--- config.mk ---
export PLATFORM = sky130hd
export DESIGN_NAME = bsg_manycore_endpoint_return_queue
export DESIGN_NICKNAME = d
export VERILOG_FILES = /design/src/rtl/bsg_manycore_endpoint_return_queue.sv
export SDC_FILE = /design/constraint.sdc
export NUM_CORES = 1
export LEC_CHECK = 0
export BUFFER_PORTS_ARGS = -buffer_cell sky130_fd_sc_hd__buf_2
export CAP_MARGIN = 20
export CORE_UTILIZATION = 47
export DETAILED_ROUTE_END_ITERATION = 7
export PLACE_DENSITY_LB_ADDON = 0.3
export SLEW_MARGIN = 0
export SYNTH_ARGS = -nofsm -noshare
export SYNTH_HDL_FRONTEND = slang
export SYNTH_SLANG_ARGS = --single-unit
--- constraint.sdc ---
create_clock -name clk_i -period 2.6 [get_ports clk_i]
set_clock_uncertainty 0.2 [all_clocks]
set_input_delay 0.52 -clock clk_i [delete_from_list [all_inputs] [get_ports clk_i]]
set_output_delay 0.52 -clock clk_i [all_outputs]
set_load 0.01 [all_outputs]
--- src/rtl/bsg_manycore_endpoint_return_queue.sv ---
// bsg_manycore_endpoint_return_queue: in-order request/response matcher feeding the return-packet port
package bsg_manycore_pkg;
  localparam int bsg_manycore_reg_id_width_gp = 5;
  typedef enum logic [1:0] {
    e_return_credit,
    e_return_int_wb,
    e_return_float_wb,
    e_return_ifetch
  } bsg_manycore_return_packet_type_e;
endpackage

module bsg_manycore_endpoint_return_queue
  import bsg_manycore_pkg::*;
#(
  parameter int x_cord_width_p = 4,
  parameter int y_cord_width_p = 3,
  parameter int data_width_p = 32,
  parameter int els_p = 2,
  parameter bit credit_bypass_p = 1'b0,
  localparam int return_packet_width_lp = $bits(bsg_manycore_return_packet_type_e) + data_width_p
                                          + y_cord_width_p + x_cord_width_p + bsg_manycore_reg_id_width_gp,
  localparam int cnt_width_lp = $clog2(els_p + 1)
) (
  input  logic                                     clk_i,
  input  logic                                     reset_i,
  input  logic                                     req_v_i,
  input  bsg_manycore_return_packet_type_e         req_pkt_type_i,
  input  logic [x_cord_width_p-1:0]                req_x_cord_i,
  input  logic [y_cord_width_p-1:0]                req_y_cord_i,
  input  logic [bsg_manycore_reg_id_width_gp-1:0]  req_reg_id_i,
  output logic                                     req_ready_o,
  input  logic                                     returning_v_i,
  input  logic [data_width_p-1:0]                  returning_data_i,
  output logic [return_packet_width_lp-1:0]        return_packet_o,
  output logic                                     return_packet_v_o,
  input  logic                                     return_packet_ready_i,
  output logic [cnt_width_lp-1:0]                  outstanding_o
);
  localparam int ptr_width_lp = els_p > 1 ? $clog2(els_p) : 1;
  localparam logic [ptr_width_lp-1:0] last_lp = ptr_width_lp'(els_p - 1);
  localparam logic [cnt_width_lp-1:0] els_lp = cnt_width_lp'(els_p);

  typedef struct packed {
    bsg_manycore_return_packet_type_e pkt_type;
    logic [y_cord_width_p-1:0] y_cord;
    logic [x_cord_width_p-1:0] x_cord;
    logic [bsg_manycore_reg_id_width_gp-1:0] reg_id;
    logic has_data;
  } meta_s;

  meta_s meta_q [els_p];
  meta_s meta_d [els_p];
  logic [data_width_p-1:0] data_q [els_p];
  logic [data_width_p-1:0] data_d [els_p];
  logic [ptr_width_lp-1:0] mw_q, mw_d, mr_q, mr_d, dw_q, dw_d, dr_q, dr_d;
  logic [cnt_width_lp-1:0] cnt_q, cnt_d, dcnt_q, dcnt_d, ncnt_q, ncnt_d;
  logic take, deq, needs_in, pop_data;
  meta_s head;

  function automatic logic [ptr_width_lp-1:0] inc(input logic [ptr_width_lp-1:0] p);
    return p == last_lp ? '0 : p + 1'b1;
  endfunction

  assign req_ready_o = cnt_q < els_lp;
  assign outstanding_o = cnt_q;
  assign take = req_v_i & req_ready_o;
  assign needs_in = ~(credit_bypass_p & (req_pkt_type_i == e_return_credit));
  assign head = meta_q[mr_q];
  assign return_packet_v_o = (cnt_q != '0) & (~head.has_data | (dcnt_q != '0));
  assign deq = return_packet_v_o & return_packet_ready_i;
  assign pop_data = deq & head.has_data;
  assign return_packet_o = return_packet_v_o
    ? {head.pkt_type, head.has_data ? data_q[dr_q] : '0, head.y_cord, head.x_cord, head.reg_id}
    : '0;

  // next-state for pointers, occupancy counts and both storage arrays
  always_comb begin
    meta_d = meta_q;
    data_d = data_q;
    if (take) meta_d[mw_q] = '{req_pkt_type_i, req_y_cord_i, req_x_cord_i, req_reg_id_i, needs_in};
    if (returning_v_i) data_d[dw_q] = returning_data_i;
    mw_d = take ? inc(mw_q) : mw_q;
    mr_d = deq ? inc(mr_q) : mr_q;
    dw_d = returning_v_i ? inc(dw_q) : dw_q;
    dr_d = pop_data ? inc(dr_q) : dr_q;
    cnt_d = cnt_q + cnt_width_lp'(take) - cnt_width_lp'(deq);
    ncnt_d = ncnt_q + cnt_width_lp'(take & needs_in) - cnt_width_lp'(pop_data);
    dcnt_d = dcnt_q + cnt_width_lp'(returning_v_i) - cnt_width_lp'(pop_data);
  end

  // control state; reset drops every entry and any pending data at once
  always_ff @(posedge clk_i) begin
    if (reset_i) begin
      mw_q <= '0;
      mr_q <= '0;
      dw_q <= '0;
      dr_q <= '0;
      cnt_q <= '0;
      ncnt_q <= '0;
      dcnt_q <= '0;
    end else begin
      mw_q <= mw_d;
      mr_q <= mr_d;
      dw_q <= dw_d;
      dr_q <= dr_d;
      cnt_q <= cnt_d;
      ncnt_q <= ncnt_d;
      dcnt_q <= dcnt_d;
    end
  end

  // storage needs no reset; the counts decide which slots are live
  always_ff @(posedge clk_i) begin
    meta_q <= meta_d;
    data_q <= data_d;
  end

  // a memory response must always have a needs-data entry waiting for it
  assert property (@(posedge clk_i) disable iff (reset_i) returning_v_i |-> ncnt_q != dcnt_q)
    else begin
      $error("returning_v_i with no entry awaiting data");
      $finish;
    end
endmodule

-- Word-level counts from Yosys, hierarchy flattened
Cells that the tools add are included.
- add/sub/neg operators: 8
- mux-type cells: 18
- reductions and logical operators: 4
- bitwise operators: 10
- order comparisons: 7
- operators with widths (kind ; number):
    32-bit two-way mux ; 5
    64-bit bitwise mux ; 1
    15-bit two-way mux ; 4
    46-bit two-way mux ; 1
    32-bit demux with 1-bit select ; 1
    30-bit bitwise mux ; 1
    15-bit demux with 1-bit select ; 1
    2-bit greater-or-equal comparator, second input constant ; 4
    1-bit inverter with 2-bit output ; 4
    1-bit adder, second input constant ; 4
    2-bit by 1-bit adder with 2-bit output ; 2
    1-bit AND ; 4
    2-bit by 1-bit < comparator with 1-bit output, second input constant ; 2
    1-bit two-way mux ; 4
    2-bit nonzero test ; 2
    2-bit by 1-bit subtractor with 2-bit output ; 2
    1-bit logical AND ; 2
    2-bit < comparator, second input constant ; 1
    1-bit inverter ; 1
    1-bit OR ; 1
- input port bits: 51
- output and inout bits: 50
- word-level logic and storage cells: 65
- register bits: 102

-- Longest topological paths before layout
Gate-level depths: netlist of the first run.
- word-level depth: 10
- gate-level depth with buffers: 7
- mapped depth without buffers: 7

-- Least setup slack after synthesis of the first run
Ideal clock, no wire load.
- kind: input to register
- from: in returning_v_i
- to: reg data_q[32] (netlist name) (enable)
- slack: 0.008 ns
- data required time: 1.975 ns
- library setup time: 0.425 ns
- buffers on the path: 0
- data arrival time: 1.968 ns
- stages on the path: 1
- path through: nor2b_1
- RTL lines (element ; RTL line ; RTL):
    start, declared ; 32 ; input logic returning_v_i,
    end signal, assigned ; 115 ; data_q <= data_d;
    end, declared ; 53 ; logic [data_width_p-1:0] data_q [els_p];
No word-level cell between the ends.

-- Worst setup path in the final report of the first run
- from: reg dr_q
- to: out return_packet_o[13]
- cells in the longest elaborated chain, start to end: 6
- RTL lines (element ; RTL line ; RTL):
    start, declared ; 55 ; logic [ptr_width_lp-1:0] mw_q, mw_d, mr_q, mr_d, dw_q, dw_d, dr_q, dr_d;
    start signal, assigned ; 105 ; dr_q <= dr_d;
    1-bit inverter with 2-bit output (implied by the code) ; 73 ; ? {head.pkt_type, head.has_data ? data_q[dr_q] : '0, head.y_cord, head.x_cord, head.reg_id}
    32-bit two-way mux (implied by the code) (3 in a row) ; 73 ;
    32-bit two-way mux ; 73 ;
    46-bit two-way mux ; 73 ;
    end, declared ; 34 ; output logic [return_packet_width_lp-1:0] return_packet_o,
No other way between the ends. The select of a mux whose other input is x is not followed.

==> impl_summary.md, run 1 <==
Status
The run finished with clean final reports.

Synthesis
The sequential area share after synthesis is 75.2%. In this run, synthesis inferred 92 flip-flops with an integrated enable. The top cell type by area accounts for 71.0% of the synthesized area. Yosys attributes the largest share of cell area to sky130_fd_sc_hd__edfxtp_1 (71%), sky130_fd_sc_hd__mux2i_1 (12%), sky130_fd_sc_hd__nor2_1 (5.1%).

The cell with the most instances after synthesis is sky130_fd_sc_hd__edfxtp_1. In the synthesized netlist the dominant register cell turns out to be sky130_fd_sc_hd__edfxtp_1. Counting every net in the synthesized netlist gives 289. After synthesis, the mean cell area works out to 16.5 um2. The largest area contributor in the synthesized netlist is sky130_fd_sc_hd__edfxtp_1. After synthesis the cells add up to just under 4000 um2. The cell count after synthesis came out at around 240. The count of distinct cell types in the synthesized netlist is 21.

Yosys printed 0 warnings. The proportion of synthesized flip-flops having asynchronous set or reset is 0%. The commonest cells after synthesis are sky130_fd_sc_hd__edfxtp_1 (92), sky130_fd_sc_hd__nor2_1 (53), sky130_fd_sc_hd__mux2i_1 (47). The number of storage elements in the synthesis netlist is 100.

Floorplan
The die area is 8640 um2. The width of the chip is 93.0 um. The number of top-level pins is 101. The die is 93.0 um tall.

The effective utilization at floorplan is about half. In this run the core area contains 32 standard-cell rows. The total area inside the core boundary comes to slightly below 8000 um2.

STA
The final cycle utilization of the critical path is 88.4%. The final number of hold-violating endpoints is 0. For this run, the top clock speed supported by timing is roughly 440 MHz.

Setup repair after global routing left no endpoint under its margin. The number of max-slew violations in the final report came to 0. The final setup violation count is 0. The routed design could run at a clock period as short as 2.30 ns. At the pin with the least slew margin, the transition time is ~0.63 ns. Measured against its own limit, the worst slew margin works out to between 50% and 60%. For the final routed database, the setup TNS stands at 0 ns.

Power
Of the total power, the clock network draws 25.5%. In this run the power density over the cells is 816 nW/um2. Combinational logic is responsible for a little over a fifth of the overall power. The internal power of the cells totals 0.00276 W.

The net load switching power is 0.00108 W. Net switching is 28.0% of the power. The register share of total power is a little over half. The leakage power figure is 1.81 nW. IR analysis of the VDD net gives a maximum drop of 0.000478 V.

CTS
The tree built by TritonCTS fans out to 100 sinks. The hold buffer count at cts is 0. Clock-pin slew was measured on the worst setup and hold paths at 0.10 ns. Post-CTS timing repair inserted 0 buffers for setup. For the worst-skew pair, the clock arrives at the later sink with an insertion delay of 0.35 ns. The number of gates resized after CTS is 0. The maximum number of buffers from clock root to sink is 2. TritonCTS built the clock tree. In this run, CTS created clock tree buffers numbering 9.

The cell chosen for the clock root is sky130_fd_sc_hd__clkbuf_8. In this run the number of H-tree levels came out at 3.

Drt
The detail route stage leaves a number of antenna-violating nets equal to 0. The via-per-instance ratio is 4.76. The average wire per standard cell is ~14 um. Detailed routing placed a total of 292 um of wire on met3. The wire length the detailed router placed on met1 is 2.70 mm.

The DRC violation count after routing is 0. The first routing iteration left 67 violations. The vias after detailed routing is 2,139. The pre-antenna-repair detailed-routing pass consisted of 4 iterations.

The highest metal layer with signal wires is met4. Wires add up to 6.33 mm. The wire length on met2 is around 3.2 mm.

Critical path
The critical path startpoint category is a register. The kind of end point of the critical path is an output port. On the critical path, the stage with the largest delay is an instance of sky130_fd_sc_hd__dfxtp_2. Together, buffers and inverters on the worst path number 2. For the worst setup path, the data required time is 1.88 ns. Walking the worst path, the cells encountered are buf_12 -> mux2i_1 -> nor2_1 -> buf_2. The worst endpoint data arrival time is ~1.6 ns. In this design, the largest share of critical-path delay is due to flip-flops. The largest fanout on the critical path is 25. The critical path class is reg -> out. The delay of the slowest cell on the worst path is 0.52 ns.

Place
The placement-stage cell area is between 4000 and 5000 um2. Detailed placement ended at an HPWL of 4.28 mm. At the end of routability-driven placement, the weighted congestion stood at around 0.76. The count of buffers from port buffering is 100.

Cells and area
The number of nets in the finished design is 395. Of the cells placed in the final design, the portion with a size suffix greater than 1 is 36.3%. The utilization after layout is 59.9%. The repair_antennas step left the layout with diodes totalling 0. Relative to the synthesized area, the layout overhead comes to 20.9%. The finished cells cover around 4700 um2.

Global route
The number of antenna violations at the first check in global routing is 1. For this run, the total global-route usage over all layers was measured as 15.4%. The number of global-route vias before repair came to 2,075. The first global-routing pass estimated 9.87 mm of wire.

For this run the aggregate overflow at the end of global routing stands at 0. Entering global routing, the biggest net connects 38 pins.

Worst hold path
The path class of the tightest hold or removal check is in -> reg.

Flow run
The number of max-cap violations is 0.
==> logic make-up (layout without fill, tap and decap cells) <==
family | count (synthesis) | after routing | synth area share (%)
flip-flops | 100 | 100 | 75.2
AND/OR/NAND/NOR | 63 | 63 | 6.92
multiplexers | 47 | 47 | 12.1
buffers and inverters | 13 | 124 | 2.80
XOR/XNOR | 8 | 8 | 1.80
AO/OA/AOI/OAI | 3 | 3 | 0.579
adder cells (fa/ha/maj) | 2 | 2 | 0.643
==> cells in the final DEF (no fill, tap or decap), drive strengths merged <==
cell      instances
and2              2
and2b             1
buf             106
bufinv            1
clkbuf           10
clkinv            2
clkinvlp          1
dfxtp             8
edfxtp           92
ha                2
inv               4
mux2i            47
nand2             1
nand2b            1
nor2             53
nor2b             4
nor3b             1
o21ai             2
o22ai             1
xnor2             4
xor2              4
==> cell type report <==
class	count	area, um2
clock buffer	10	128
clock inverter	6	72.6
fill	670	3150
inverter	2	7.51
multi-input combinational	123	872
sequential	100	2920
tap	102	128
timing repair buffer	106	571
==> power by group through the flow <==
stage / sequential, W / combinational (W) / clock, W
final: 0.00202 / 0.000844 / 0.000978
after global routing: 0.00203 / 0.000931 / 0.00107
after CTS: 0.00202 / 0.000866 / 0.00101
after detailed placement: 0.00206 / 0.000862 / 0
after global placement: 0.00205 / 0.000853 / 0
after floorplan: 0.00203 / 0.000599 / 0
==> through the flow <==
stage	hold slack, ns	setup slack, ns	power, W	std cells
finish	0.147	0.302	0.00384	449
global route	0.126	0.169	0.00403	449
CTS	0.134	0.234	0.00389	449
detailed placement	0.329	0.631	0.00292	433
global placement	0.316	0.616	0.00290	433
floorplan	0.296	0.00751	0.00263	236
==> worst paths after layout <==
| check | startpoint | endpoint | slack [ns] | cells after the start |
|---|---|---|---|---|
| setup / recovery | dr_q$_SDFFE_PP0P_ | return_packet_o[13] | 0.30 | 4 |
| hold / removal | req_x_cord_i[2] | meta_q[23]$_DFFE_PP_ | 0.15 | 1 |
| setup reg to reg | outstanding_o[1]$_SDFF_PP0_ | meta_q[2]$_DFFE_PP_ | 0.80 | 2 |
| hold reg to reg | mw_q$_SDFFE_PP0P_ | mw_q$_SDFFE_PP0P_ | 0.36 | 2 |
==> sequential cells by signal, summed over array words and instances, names as in the netlist <==
signal,count
mw_q,1
outstanding_o,2
mr_q,1
meta_q,28
dw_q,1
data_q,64
dr_q,1
dcnt_q,2
==> per-layer routing <==
layer	GRT usage (%)	vias to the layer above
met2	25.6	50
met3	4.02	9
met1	19.1	1014
li1	-	1066
met4	6.79	0
met5	0	-
Note: power is estimated with default switching activity, not from simulation.
==> run 2, diff against run 1 <==
--- a/config.mk
+++ b/config.mk
@@ -7,7 +7,8 @@
 export LEC_CHECK = 0
 export BUFFER_PORTS_ARGS = -buffer_cell sky130_fd_sc_hd__buf_2
 export CAP_MARGIN = 20
-export CORE_UTILIZATION = 47
+export CORE_UTILIZATION = 49
+export CTS_BUF_LIST = sky130_fd_sc_hd__clkbuf_2 sky130_fd_sc_hd__clkbuf_4 sky130_fd_sc_hd__clkbuf_8
 export DETAILED_ROUTE_END_ITERATION = 7
 export PLACE_DENSITY_LB_ADDON = 0.3
 export SLEW_MARGIN = 0
==> run 2 against run 1 <==
Against the previous run:
- via count about the same
- global-route usage up 1.0 points
- hold slack better by 0.0020 ns
- clock power down 12%
- design area down 0.61%
- highest routed layer unchanged
- non-clock buffer count up 1
- largest power group unchanged
- largest cell class unchanged
- final cell count up 0.22%
- first-iteration DRC count up 30%
- core utilization up 0.87 points
- critical endpoint is now return_packet_o[8]
==> impl_summary.md, run 2 (synthesis gave the netlist of run 1 again) <==
Status
The flow ran to the end, and the final reports show no timing, DRC or antenna violations.

Cells and area
The number of flip-flops in the largest register is 64 (unchanged). The register bank with the most flops is data_q. The number of nets in the finished design is 396 (+0.25%). The number of fill cells came to 639 (-4.6%).

The fraction of final layout cells with drive strength greater than 1 is 36.8% (+0.47 points). The diode insertion count for antenna repair is 0 (unchanged). From synthesis to final layout, the design area changed by 20.2%.

The largest registers in the layout are data_q x64, meta_q x28. The library cell used most frequently in the layout, excluding fill and tap cells, is sky130_fd_sc_hd__buf_2. Leaving out fill and tap cells, the most frequent cells in the layout are sky130_fd_sc_hd__buf_2 (100), sky130_fd_sc_hd__edfxtp_1 (92), sky130_fd_sc_hd__nor2_1 (53).

STA
The final cycle utilization of the critical path is 85.9% (-2.5 points). The headroom to the max-slew limit is 53.1% (-5.1 points). The worst slack on hold paths is 0.149 ns (+0.00205 ns). The final critical path time including I/O delays and setup came to 2.23 ns (-0.0648 ns). The final setup violation count came to 0 (unchanged). The number of max-slew violations in the final report is 0 (unchanged).

The actual slew at the worst max-slew pin is 0.704 ns (+0.0768 ns). The final number of hold-violating endpoints is 0 (unchanged). Setup repair after global routing left no endpoint under its margin. The final setup TNS is 0 ns (unchanged). The highest clock rate came to 448 MHz (+2.9%).

Power
The total power density per cell area is 795 nW/um2 (-2.6%). The total power after layout is 0.00372 W (-3.2%). The maximum resistive drop on vdd is 0.000369 V (-23%). The leakage power figure is 1.79 nW (-1.2%).

CTS
The CTS tree is done. The number of buffers created by CTS came to 9 (unchanged). The hold buffer count at cts came to 0 (unchanged). The buffer count from post-CTS setup fixing is 0 (unchanged). The clock sink count came to 100 (unchanged).

CTS placed an instance of sky130_fd_sc_hd__clkbuf_8 at the clock tree root. The H-tree depth reported by CTS is 3 (unchanged). The maximum number of buffers from clock root to sink was 2 (unchanged). The number of gates resized after CTS is 0 (unchanged). The clock insertion delay at the later pin of the skew report is 0.35 ns (about the same). The clock transition at the registers of the reported paths was 0.09 ns (about the same).

Place
The count of buffers from port buffering came to 100 (unchanged). The final HPWL from detailed placement is 4.13 mm (-3.5%). The routability-driven placement congestion ratio is 0.663 (-13%).

Critical path
Walking the worst path, the cells encountered are o22ai_4 -> buf_4 -> nor2_1 -> buf_2. The largest individual stage delay along the critical path comes from the cell sky130_fd_sc_hd__dfxtp_1. The critical path is of the reg -> out type. The largest fanout on the critical path was 35 (+40%). The buffer and inverter count on the worst path is 2 (unchanged).

The required arrival time at the worst endpoint is 1.88 ns (about the same). The delay of the slowest cell on the worst path is 0.37 ns (-0.15 ns). The worst endpoint data arrival time is 1.51 ns (-0.07 ns). STA classifies the critical path startpoint as a register. The kind of end point of the critical path is an output port. Broken down by cell family, the worst path's largest delay share belongs to buffers and inverters.

Floorplan
The die boundary height was 91.1 um (-2.0%). The number of top-level pins was 101 (unchanged). The floorplan core area is 7690 um2 (-2.0%).

The effective utilization at floorplan is 50.6% (+1.0 points). The width of the chip is 91.1 um (-2.0%). The die area is 8300 um2 (-4.0%). The count of standard-cell rows is 32 (unchanged).

Worst hold path
The worst hold path belongs to the class in -> reg.

Drt
The DRC violation count after routing is 0 (unchanged). The length of the first detailed-routing pass in iterations is 4 (unchanged). The vias after detailed routing is 2,137 (-0.094%). The average wire per standard cell is 13.9 um (-1.1%). The post-route antenna net violation count is 0 (unchanged).

The number of violations reported at the end of detailed-routing iteration 0 is 87 (+30%). The wire length reported by the detailed router is 6.28 mm (-0.87%). The via-per-instance ratio is 4.75 (-0.32%).

Flow run
The number of max-cap violations is 0 (unchanged).

Global route
The first-pass GRT wire length was 10.2 mm (+3.2%). The total overflow reported by the global router is 0 (unchanged). The overall global routing resource usage is 16.5% (+1.0 points).

The number of antenna violations at the first check in global routing came to 0 (-1). The maximum number of pins on one net before global-route repair is 36 (-5.3%). The number of global-route vias before repair is 2,265 (+9.2%).
[run 2: cell types whose count changed in the layout (fill, tap and decap cells not counted)]
cell                         change
sky130_fd_sc_hd__bufinv_16       -1
sky130_fd_sc_hd__buf_12          -1
sky130_fd_sc_hd__clkbuf_1        -1
sky130_fd_sc_hd__buf_4           +2
sky130_fd_sc_hd__clkinv_2        +1
sky130_fd_sc_hd__clkinv_4        -1
sky130_fd_sc_hd__inv_6           -1
sky130_fd_sc_hd__clkinvlp_4      +3
[run 2: power breakdown]
| part | switching (W) | total (W) | internal [W] |
|---|---|---|---|
| clock network | 0.000511 | 0.000861 | 0.000350 |
| logic | 0.000484 | 0.000849 | 0.000365 |
| registers | 0.0000713 | 0.00201 | 0.00193 |
| total | 0.00107 | 0.00372 | 0.00265 |
[run 2: metal layers]
metal	track usage [%]	share of wire (%)	vias to the layer above
met5	0	0	-
met4	8.86	2.2	0
met3	4.19	5.0	13
met2	28.7	52	61
met1	18.5	41	998
li1	-	-	1065
[run 2: worst register-to-register path, delay by kind of cell, from the launching register on]
| family | cells | cell delay [ns] |
|---|---|---|
| flops | 1 | 0.40 |
| simple gates | 2 | 0.92 |
[run 2: path summary, 6_finish.rpt]
kind	from	end	depth (start not counted)	slack [ns]
worst max-delay path	dcnt_q[0]$_SDFF_PP0_	return_packet_o[8]	4	0.37
worst min-delay path	returning_data_i[31]	data_q[63]$_DFFE_PP_	1	0.15
worst max register to register	outstanding_o[1]$_SDFF_PP0_	meta_q[10]$_DFFE_PP_	2	0.71
worst min register to register	mw_q$_SDFFE_PP0P_	mw_q$_SDFFE_PP0P_	2	0.35
[run 2: cell type report]
type / count / area, um2 / share of cell area (%)
Clock buffer: 9 / 124 / 2.65
Clock inverter: 7 / 52.6 / 1.12
Inverter: 2 / 7.51 / 0.161
Multi-Input combinational cell: 123 / 872 / 18.7
Sequential cell: 100 / 2920 / 62.6
Tap cell: 102 / 128 / 2.73
Timing Repair Buffer: 107 / 566 / 12.1
[run 2: metrics by stage]
step | utilization (%) | worst slack [ns] | cell area [um2] | instances
6_report | 60.8 | 0.366 | 4670 | 450
5_1_grt | 60.8 | 0.228 | 4670 | 450
4_1_cts | 60.8 | 0.333 | 4670 | 450
3_5_place_dp | 58.5 | 0.604 | 4500 | 434
3_3_place_gp | 58.5 | 0.674 | 4500 | 434
2_1_floorplan | - | 0.00751 | 3890 | 236
